[src/rtl/aa_frame_loader_if.sv]
// Stream and frame-store write bus for the anti-aliasing frame loader.
// The slave view belongs to the loader; the master view belongs to the pixel source
// and the frame-store model.
interface aa_frame_loader_if #(
    parameter int SIZE = 64,
    parameter int PW   = 8
);
    localparam int AW = $clog2(SIZE * SIZE);

    logic          s_valid;
    logic          s_ready;
    logic [PW-1:0] s_data;
    logic          s_sof;
    logic          s_eol;
    logic          mem_we;
    logic [AW-1:0] mem_addr;
    logic [PW-1:0] mem_wdata;

    modport master (
        output s_valid, s_data, s_sof, s_eol,
        input  s_ready, mem_we, mem_addr, mem_wdata
    );

    modport slave (
        input  s_valid, s_data, s_sof, s_eol,
        output s_ready, mem_we, mem_addr, mem_wdata
    );
endinterface

[src/rtl/aa_frame_loader.sv]
// Front end of the anti-aliasing engine: loads a raster pixel stream into the
// SIZE x SIZE frame store, pulses aa_start once per complete frame, and stalls the
// stream until the engine reports done for that frame.
// Optional feature: define AA_LDR_SYNC_CHK_EN to check s_sof/s_eol framing and
// resynchronise on misplaced start-of-frame markers; otherwise sync_err stays 0.
module aa_frame_loader #(
    parameter int SIZE = 64,
    parameter int PW   = 8
) (
    input  logic                clk,
    input  logic                reset,
    aa_frame_loader_if.slave    bus,
    output logic                aa_start,
    input  logic                aa_done,
    output logic [15:0]         frame_cnt,
    output logic                sync_err
);
    localparam int AW = $clog2(SIZE * SIZE);
    localparam int CW = $clog2(SIZE);
    localparam logic [CW-1:0] LAST = CW'(SIZE - 1);

    typedef enum logic [1:0] {LOAD, FLUSH, HAND} state_t;

    state_t        state_q, state_d;
    logic [CW-1:0] row_q, row_d;
    logic [CW-1:0] col_q, col_d;
    logic          s_ready_q, s_ready_d;
    logic          done_low_q, done_low_d;
    logic          mem_we_q, mem_we_d;
    logic [AW-1:0] mem_addr_q, mem_addr_d;
    logic [PW-1:0] mem_wdata_q, mem_wdata_d;
    logic          aa_start_q, aa_start_d;
    logic [15:0]   frame_cnt_q, frame_cnt_d;
    logic          sync_err_q, sync_err_d;

    logic          accept;
    logic          take;
    logic [CW-1:0] eff_row;
    logic [CW-1:0] eff_col;

    assign accept = bus.s_valid & s_ready_q;

`ifndef AA_LDR_SYNC_CHK_EN
    // Framing markers carry no meaning without the sync checker.
    logic unused_markers;
    assign unused_markers = bus.s_sof ^ bus.s_eol;
`endif

    // Next-state, pixel position, write command and hand-off control.
    always_comb begin
        state_d     = state_q;
        row_d       = row_q;
        col_d       = col_q;
        done_low_d  = done_low_q;
        mem_we_d    = 1'b0;
        mem_addr_d  = mem_addr_q;
        mem_wdata_d = mem_wdata_q;
        aa_start_d  = 1'b0;
        frame_cnt_d = frame_cnt_q;
        sync_err_d  = sync_err_q;
        take        = accept;
        eff_row     = row_q;
        eff_col     = col_q;

`ifdef AA_LDR_SYNC_CHK_EN
        if (accept) begin
            if (bus.s_eol != (col_q == LAST)) begin
                sync_err_d = 1'b1;
            end
            if (bus.s_sof && !(row_q == '0 && col_q == '0)) begin
                // A misplaced start-of-frame restarts the frame with this pixel at (0,0).
                sync_err_d = 1'b1;
                eff_row    = '0;
                eff_col    = '0;
            end else if (!bus.s_sof && row_q == '0 && col_q == '0) begin
                // Without a start-of-frame the first pixel is untrustworthy: drop it.
                sync_err_d = 1'b1;
                take       = 1'b0;
            end
        end
`endif

        case (state_q)
            LOAD: begin
                if (take) begin
                    mem_we_d    = 1'b1;
                    mem_addr_d  = AW'(eff_row) * AW'(SIZE) + AW'(eff_col);
                    mem_wdata_d = bus.s_data;
                    if (eff_row == LAST && eff_col == LAST) begin
                        row_d   = '0;
                        col_d   = '0;
                        state_d = FLUSH;
                    end else if (eff_col == LAST) begin
                        row_d = eff_row + 1'b1;
                        col_d = '0;
                    end else begin
                        row_d = eff_row;
                        col_d = eff_col + 1'b1;
                    end
                end
            end
            FLUSH: begin
                aa_start_d  = 1'b1;
                frame_cnt_d = frame_cnt_q + 16'd1;
                done_low_d  = 1'b0;
                state_d     = HAND;
            end
            HAND: begin
                // A done level held over from the previous frame must first drop.
                if (!aa_done) begin
                    done_low_d = 1'b1;
                end
                if (aa_done && done_low_q) begin
                    row_d   = '0;
                    col_d   = '0;
                    state_d = LOAD;
                end
            end
            default: state_d = LOAD;
        endcase

        s_ready_d = (state_d == LOAD);
    end

    // Control state: reset discards any partial frame and restarts at (0,0).
    always_ff @(posedge clk) begin
        if (reset) begin
            state_q     <= LOAD;
            row_q       <= '0;
            col_q       <= '0;
            s_ready_q   <= 1'b0;
            done_low_q  <= 1'b0;
            mem_we_q    <= 1'b0;
            aa_start_q  <= 1'b0;
            frame_cnt_q <= '0;
            sync_err_q  <= 1'b0;
        end else begin
            state_q     <= state_d;
            row_q       <= row_d;
            col_q       <= col_d;
            s_ready_q   <= s_ready_d;
            done_low_q  <= done_low_d;
            mem_we_q    <= mem_we_d;
            aa_start_q  <= aa_start_d;
            frame_cnt_q <= frame_cnt_d;
            sync_err_q  <= sync_err_d;
        end
    end

    // Write address/data pipeline; qualified by mem_we so it needs no reset.
    always_ff @(posedge clk) begin
        mem_addr_q  <= mem_addr_d;
        mem_wdata_q <= mem_wdata_d;
    end

    assign bus.s_ready   = s_ready_q;
    assign bus.mem_we    = mem_we_q;
    assign bus.mem_addr  = mem_addr_q;
    assign bus.mem_wdata = mem_wdata_q;
    assign aa_start      = aa_start_q;
    assign frame_cnt     = frame_cnt_q;
    assign sync_err      = sync_err_q;
endmodule

[src/flat_wrapper.sv]
// flat-port wrapper written by rule: the top's interface ports become plain ports
module aa_frame_loader_flat 
#(
    parameter int SIZE = 64,
    parameter int PW   = 8
)
  (clk, reset, aa_start, aa_done, frame_cnt, sync_err, bus_s_valid, bus_s_data, bus_s_sof, bus_s_eol, bus_s_ready, bus_mem_we, bus_mem_addr, bus_mem_wdata);
  aa_frame_loader_if #(.SIZE(SIZE), .PW(PW)) bus_i ();
  input  logic clk;
  input  logic reset;
  output logic aa_start;
  input  logic aa_done;
  output logic [15:0] frame_cnt;
  output logic sync_err;
  input wire logic [$bits(bus_i.s_valid)-1:0] bus_s_valid;
  input wire logic [$bits(bus_i.s_data)-1:0] bus_s_data;
  input wire logic [$bits(bus_i.s_sof)-1:0] bus_s_sof;
  input wire logic [$bits(bus_i.s_eol)-1:0] bus_s_eol;
  output wire logic [$bits(bus_i.s_ready)-1:0] bus_s_ready;
  output wire logic [$bits(bus_i.mem_we)-1:0] bus_mem_we;
  output wire logic [$bits(bus_i.mem_addr)-1:0] bus_mem_addr;
  output wire logic [$bits(bus_i.mem_wdata)-1:0] bus_mem_wdata;
  assign bus_i.s_valid = bus_s_valid;
  assign bus_i.s_data = bus_s_data;
  assign bus_i.s_sof = bus_s_sof;
  assign bus_i.s_eol = bus_s_eol;
  assign bus_s_ready = bus_i.s_ready;
  assign bus_mem_we = bus_i.mem_we;
  assign bus_mem_addr = bus_i.mem_addr;
  assign bus_mem_wdata = bus_i.mem_wdata;
  aa_frame_loader #(.SIZE(SIZE), .PW(PW)) u_core (.clk(clk), .reset(reset), .bus(bus_i), .aa_start(aa_start), .aa_done(aa_done), .frame_cnt(frame_cnt), .sync_err(sync_err));
endmodule
[config.mk]
export PLATFORM = sky130hd
export DESIGN_NAME = aa_frame_loader_flat
export DESIGN_NICKNAME = d
export VERILOG_FILES = /design/src/rtl/aa_frame_loader_if.sv /design/src/rtl/aa_frame_loader.sv /design/src/flat_wrapper.sv
export SDC_FILE = /design/constraint.sdc
export NUM_CORES = 1
export LEC_CHECK = 0
export ABC_AREA = 1
export CORE_ASPECT_RATIO = 1.25
export CORE_MARGIN = 1
export CORE_UTILIZATION = 45
export DETAILED_ROUTE_END_ITERATION = 10
export GPL_ROUTABILITY_DRIVEN = 0
export GPL_TIMING_DRIVEN = 0
export PLACE_DENSITY = 0.78
export SYNTH_ARGS = -nofsm -noshare
export SYNTH_HDL_FRONTEND = slang
export SYNTH_SLANG_ARGS = --single-unit
[constraint.sdc]
create_clock -name clk -period 3.8 [get_ports clk]
set_clock_uncertainty 0.15 [all_clocks]
set_input_delay 1.14 -clock clk [delete_from_list [all_inputs] [get_ports clk]]
set_output_delay 1.14 -clock clk [all_outputs]
set_load 0.005 [all_outputs]
### After elaboration in Yosys (flattened, before gate mapping)

Index checks and enable logic that the tools add are counted.

* flip-flop bits (word level): 54
* logic and storage cells: 52

* add/subtract/negate cells: 4
* equal/unequal tests: 8
* multiplexer cells: 17
* bitwise logic cells: 2
* reductions and logical operators: 11

Operator list (count)
* $mux 6: 7
* $pmux 6 s2: 2
* $add 16x1->16 const B: 1
* $add 12x6->12: 1
* $add 6x1->6 const B: 2
* $eq 6x6->1 const B: 2
* $mux 2: 3
* $pmux 2 s3: 1
* $logic_not 2->1: 2
* $ne 2x1->1 const B: 2
* $reduce_and 2->1: 2
* $reduce_and 4->1: 1
* $reduce_bool 2->1: 2
* $mux 1: 3
* $ne 3x1->1 const B: 1
* $reduce_and 3->1: 1
* $eq 2x1->1 const B: 1
* $eq 2x2->1 const B: 1
* $logic_and 1x1->1: 2
* $ne 2x2->1 const B: 1
* $pmux 1 s2: 1
* $reduce_or 2->1: 1
* $and 1x1->1: 1
* $not 1->1: 1

### Depth between registers and ports, before layout

* depth after elaboration: 6
* gate-level depth with buffers: 10
* mapped depth without buffers: 10

### Least setup slack after synthesis

No wires, ideal clock.

* kind: input port to flip-flop
* start: input bus_s_valid
* end: register u_core.row_q[3] (netlist: u_core.eff_row[3])
* data arrival time: 2.280 ns
* data required time: 3.540 ns
* setup slack: 1.260 ns
* stages on the path: 7
* path buffers: 0
* path through: nand2_1 > nor2_2 > nor2_4 > nor2_4 > o21ai_0 > nand2_1 > nor2_1

* cells in the longest elaborated chain, start to end: 3

Ends and longest elaborated chain
* start, declared: RTL line flat_wrapper.sv:15 `input wire logic [$bits(bus_i.s_valid)-1:0] bus_s_valid;`
* $and 1x1->1: RTL line aa_frame_loader.sv:41 `assign accept = bus.s_valid & s_ready_q;`
* $ne 2x1->1 (no source line)
* $reduce_and 4->1 (no source line)
* end signal, assigned: RTL line aa_frame_loader.sv:139 `row_q <= row_d;`
* end, declared: RTL line aa_frame_loader.sv:25 `logic [CW-1:0] row_q, row_d;`

No other way between the ends.
A chain may end at the register's enable or synchronous reset.

### Final worst setup path

Ends and elaborated chain as after synthesis.

==> impl_metrics.ini <==
[cells_and_area]
nets = 338
n_antenna_cell = 0
instances_no_fill = 382
drive_gt1_share_pct = 9.63
layout.filler_cells = 446
areaGrowthSynthToFinish_pct = 27.9

[clock_network]
clk_pin_slew_worst_paths_ns = 0.09
worstSkewPairLatency_ns = 0.30
tritoncts.num_buffers = 5
deepest_clock_path_buffer_count = 2
tritoncts = done
root_buffer = sky130_fd_sc_hd__clkbuf_8
hold_buffers = 0
cts.sink_count = 54
htreeDepth = 2
cts_repair_resize_count = 0
postCtsSetupRepairBufs = 0

[timing]
fin_crit_sh_pct = 79.1
hold_violations = 0
grt_setup_unrepaired = false
tightestPinTransition_ns = 1.05
timing.final.setup_violations = 0
fmax_mhz = 333
period_minus_slack_ns = 3.01
max-slew-margin-rel_pct = 29.9
fin_setup_tns_ns = 0
slew_violations = 0

[yosys]
synth.net_count = 282
synth_cell_type_count = 26
synth_warnings = 0
synth.cell_area_um2 = 2320
yosys_register_bits = 54
syn_avg_cell_area_um2 = 8.77
synth.yosys.seq_area_share_pct = 55.1
post_synth_inst_count = 265

[global_route]
groute.usage.overall_pct = 17.1
pin_count_of_the_biggest_net_entering_global_routing = 22
grt-ovfl-total = 0
wire_length_of_the_first_global_routing_pass_um = 7100
first_global_vias = 1682
initial_antenna_violation_count = 0

[setup_path]
regToRegEndpoint = u_core.eff_row[3]$_SDFFE_PP0P_
critPathSlowestCell = sky130_fd_sc_hd__nor2_2
startpoint_of_the_worst_register_to_register_path = u_core.state_q[0]$_SDFF_PP0_
setup.worst_path.end = u_core.eff_row[3]$_SDFFE_PP0P_
critPathMaxStageDelay_ns = 0.81
worstPathMaxFanout = 21
cp_cell_sequence = clkdlybuf4s50_1 > nand2_1 > nor2_2 > nor2_4 > nor2_4 > o21ai_0 > nand2_1 > nor2_1
critPathLaunch = bus_s_valid
ff2ff_path_depth = 8
worstSetupEndpointType = flop
ff2ff_setup_slack_ns = 1.69
arrival_time_reported_for_the_critical_path_endpoint_ns = 3.06
critPathKind = input port to flop
crit_path_start_kind = input port
timing.critical_path.required_ns = 3.86

[pwr]
combPwrFrac_pct = 5.2
power.leakage_nw = 1.16
clockPowerShare_pct = 31.7
power.switching_mw = 0.202
p_int_mw = 0.766
swShare_pct = 20.9
power.density_nw_per_um2 = 326
pwr-share-seq_pct = 63.1
peakVddDrop_uv = 181

[place]
portBuffers = 49
hpwl_um = 3260
dp_cells = 374

[routing]
drt_drc_violations_left = 0
via_count = 1902
wl_per_cell_um = 11.5
firstDrtPassIters = 4
detailedRoute.firstIterationViolations = 97
vias_per_cell = 4.98
totalWireLength_um = 4380
drtAntennaViolNets = 0

[floorplanning]
floorplan.initialDensity_pct = 48.1
die_width_um = 66.3
design.portCount = 54
die_h_um = 82.3
die_outline_area_um2 = 5460
core_area_um2 = 4830
number_of_cell_rows = 28

[hold_path]
timing.hold.worst.class = flop to flop
worst_hold_path.num_cells = 2

[flow_run]
max_cap_check_violation_count = 0

[run_status]
run_status = finished, final reports clean
cells by family (layout without fill, tap and decap cells):
kind of cell               after synthesis  count (layout)  share of synthesized area [%]
and+or+nand+nor                        128             128                           26.9
DFF                                     54              54                           55.1
buffers and inverters                   40              97                           6.79
AOI/OAI and AO/OA                       35              35                           7.92
xor gates and xnor gates                 4               4                           1.51
adders and majority gates                3               3                           1.62
other                                    1               1                          0.161
stage by stage:
stage | hold slack, ns | utilization (%) | worst slack (ns) | cell area (um2) | total power, mW
6_report | 0.339 | 61.5 | 0.795 | 2970 | 0.969
5_1_grt | 0.355 | 61.5 | 0.571 | 2970 | 1.01
4_1_cts | 0.341 | 61.5 | 0.755 | 2970 | 0.980
3_5_place_dp | 0.327 | 59.8 | 0.438 | 2890 | 0.676
3_3_place_gp | 0.313 | 59.8 | 0.475 | 2890 | 0.675
2_1_floorplan | 0.300 | - | 1.26 | 2320 | 0.645
critical path: cells and delay by family:
kind                   cells  cell delay [ns]
buffers and inverters      1             0.49
and+or+nand+nor            6             1.31
AOI/OAI and AO/OA          1             0.11
power groups by stage:
stage | clock [mW] | sequential [mW] | combinational, mW
floorplan | 0 | 0.626 | 0.0188
global placement | 0 | 0.625 | 0.0499
detailed placement | 0 | 0.625 | 0.0509
CTS | 0.317 | 0.612 | 0.0510
global route | 0.338 | 0.613 | 0.0556
finish | 0.307 | 0.612 | 0.0502
worst min-delay path by stage:
| stage | slack [ns] | to | start |
|---|---|---|---|
| floorplan | 0.30 | u_core.bus.mem_addr[3]$_DFFE_PP_ | u_core.col_q[3]$_SDFFE_PP0P_ |
| global placement | 0.31 | u_core.bus.mem_addr[3]$_DFFE_PP_ | u_core.col_q[3]$_SDFFE_PP0P_ |
| detailed placement | 0.33 | u_core.done_low_q$_SDFFE_PP0P_ | u_core.done_low_q$_SDFFE_PP0P_ |
| CTS | 0.34 | u_core.done_low_q$_SDFFE_PP0P_ | u_core.done_low_q$_SDFFE_PP0P_ |
| global route | 0.36 | u_core.bus.mem_addr[3]$_DFFE_PP_ | u_core.col_q[3]$_SDFFE_PP0P_ |
| finish | 0.34 | u_core.done_low_q$_SDFFE_PP0P_ | u_core.done_low_q$_SDFFE_PP0P_ |
state kept, by name, summed over array words and instances (netlist names):
signal,flops
u_core.aa_start,1
u_core.bus.mem_addr,12
u_core.bus.mem_wdata,8
u_core.bus.mem_we,1
u_core.bus.s_ready,1
u_core.col_q,6
u_core.done_low_q,1
u_core.eff_row,6
u_core.frame_cnt,16
u_core.state_q,2
synthesized netlist by cell type:
| library cell | number | area [um2] |
|---|---|---|
| sky130_fd_sc_hd__inv_2 | 2 | 7.51 |
| sky130_fd_sc_hd__nand4_1 | 3 | 18.8 |
| sky130_fd_sc_hd__or2_2 | 1 | 6.26 |
| sky130_fd_sc_hd__nor2_2 | 2 | 12.5 |
| sky130_fd_sc_hd__inv_1 | 34 | 128 |
| sky130_fd_sc_hd__nor3_1 | 3 | 15.0 |
| sky130_fd_sc_hd__o211ai_1 | 1 | 7.51 |
| sky130_fd_sc_hd__nor2_4 | 7 | 78.8 |
| sky130_fd_sc_hd__o21ai_0 | 13 | 65.1 |
| sky130_fd_sc_hd__a211oi_1 | 1 | 7.51 |
| sky130_fd_sc_hd__and3_1 | 1 | 6.26 |
| sky130_fd_sc_hd__nand2_1 | 55 | 206 |
| sky130_fd_sc_hd__nor2_1 | 32 | 120 |
| sky130_fd_sc_hd__edfxtp_1 | 20 | 601 |
| sky130_fd_sc_hd__dfxtp_1 | 34 | 681 |
| sky130_fd_sc_hd__ha_1 | 3 | 37.5 |
| sky130_fd_sc_hd__clkbuf_1 | 2 | 7.51 |
| sky130_fd_sc_hd__o21ai_2 | 1 | 8.76 |
| sky130_fd_sc_hd__nand2_4 | 4 | 45.0 |
| sky130_fd_sc_hd__buf_4 | 2 | 15.0 |
| sky130_fd_sc_hd__nand3_2 | 2 | 20.0 |
| sky130_fd_sc_hd__xor2_1 | 4 | 35.0 |
| sky130_fd_sc_hd__a21oi_1 | 19 | 95.1 |
| sky130_fd_sc_hd__conb_1 | 1 | 3.75 |
| sky130_fd_sc_hd__nand2_2 | 4 | 25.0 |
| sky130_fd_sc_hd__nand3_1 | 14 | 70.1 |
per-layer routing:
metal	global-route usage, %	up-vias	part of all wire, %
met5	0	-	0
met2	31.3	52	51
li1	-	965	-
met3	4.67	5	5.3
met1	18.8	880	43
met4	6.38	0	1.1
cells in the final DEF, fill, tap and decap left out, drive strengths merged, types with 2 or more instances in the layout:
cell and n:
xor2 4, inv 37, ha 3, clkdlybuf4s50 49, edfxtp 20, nand2 63
nand4 3, buf 2, nor2 41, o21ai 14, nand3 16, dfxtp 34
nor3 3, clkbuf 9, a21oi 19
final cells by class:
type / instances / area, um2 / area share, %
Sequential cell: 54 / 1280 / 43.1
Multi-Input combinational cell: 171 / 885 / 29.8
Timing Repair Buffer: 49 / 490 / 16.5
Inverter: 36 / 135 / 4.55
Clock buffer: 7 / 76.3 / 2.57
Tap cell: 60 / 75.1 / 2.53
Buffer: 4 / 22.5 / 0.758
Clock inverter: 1 / 6.26 / 0.211
Power figures use the tool's default switching activity.
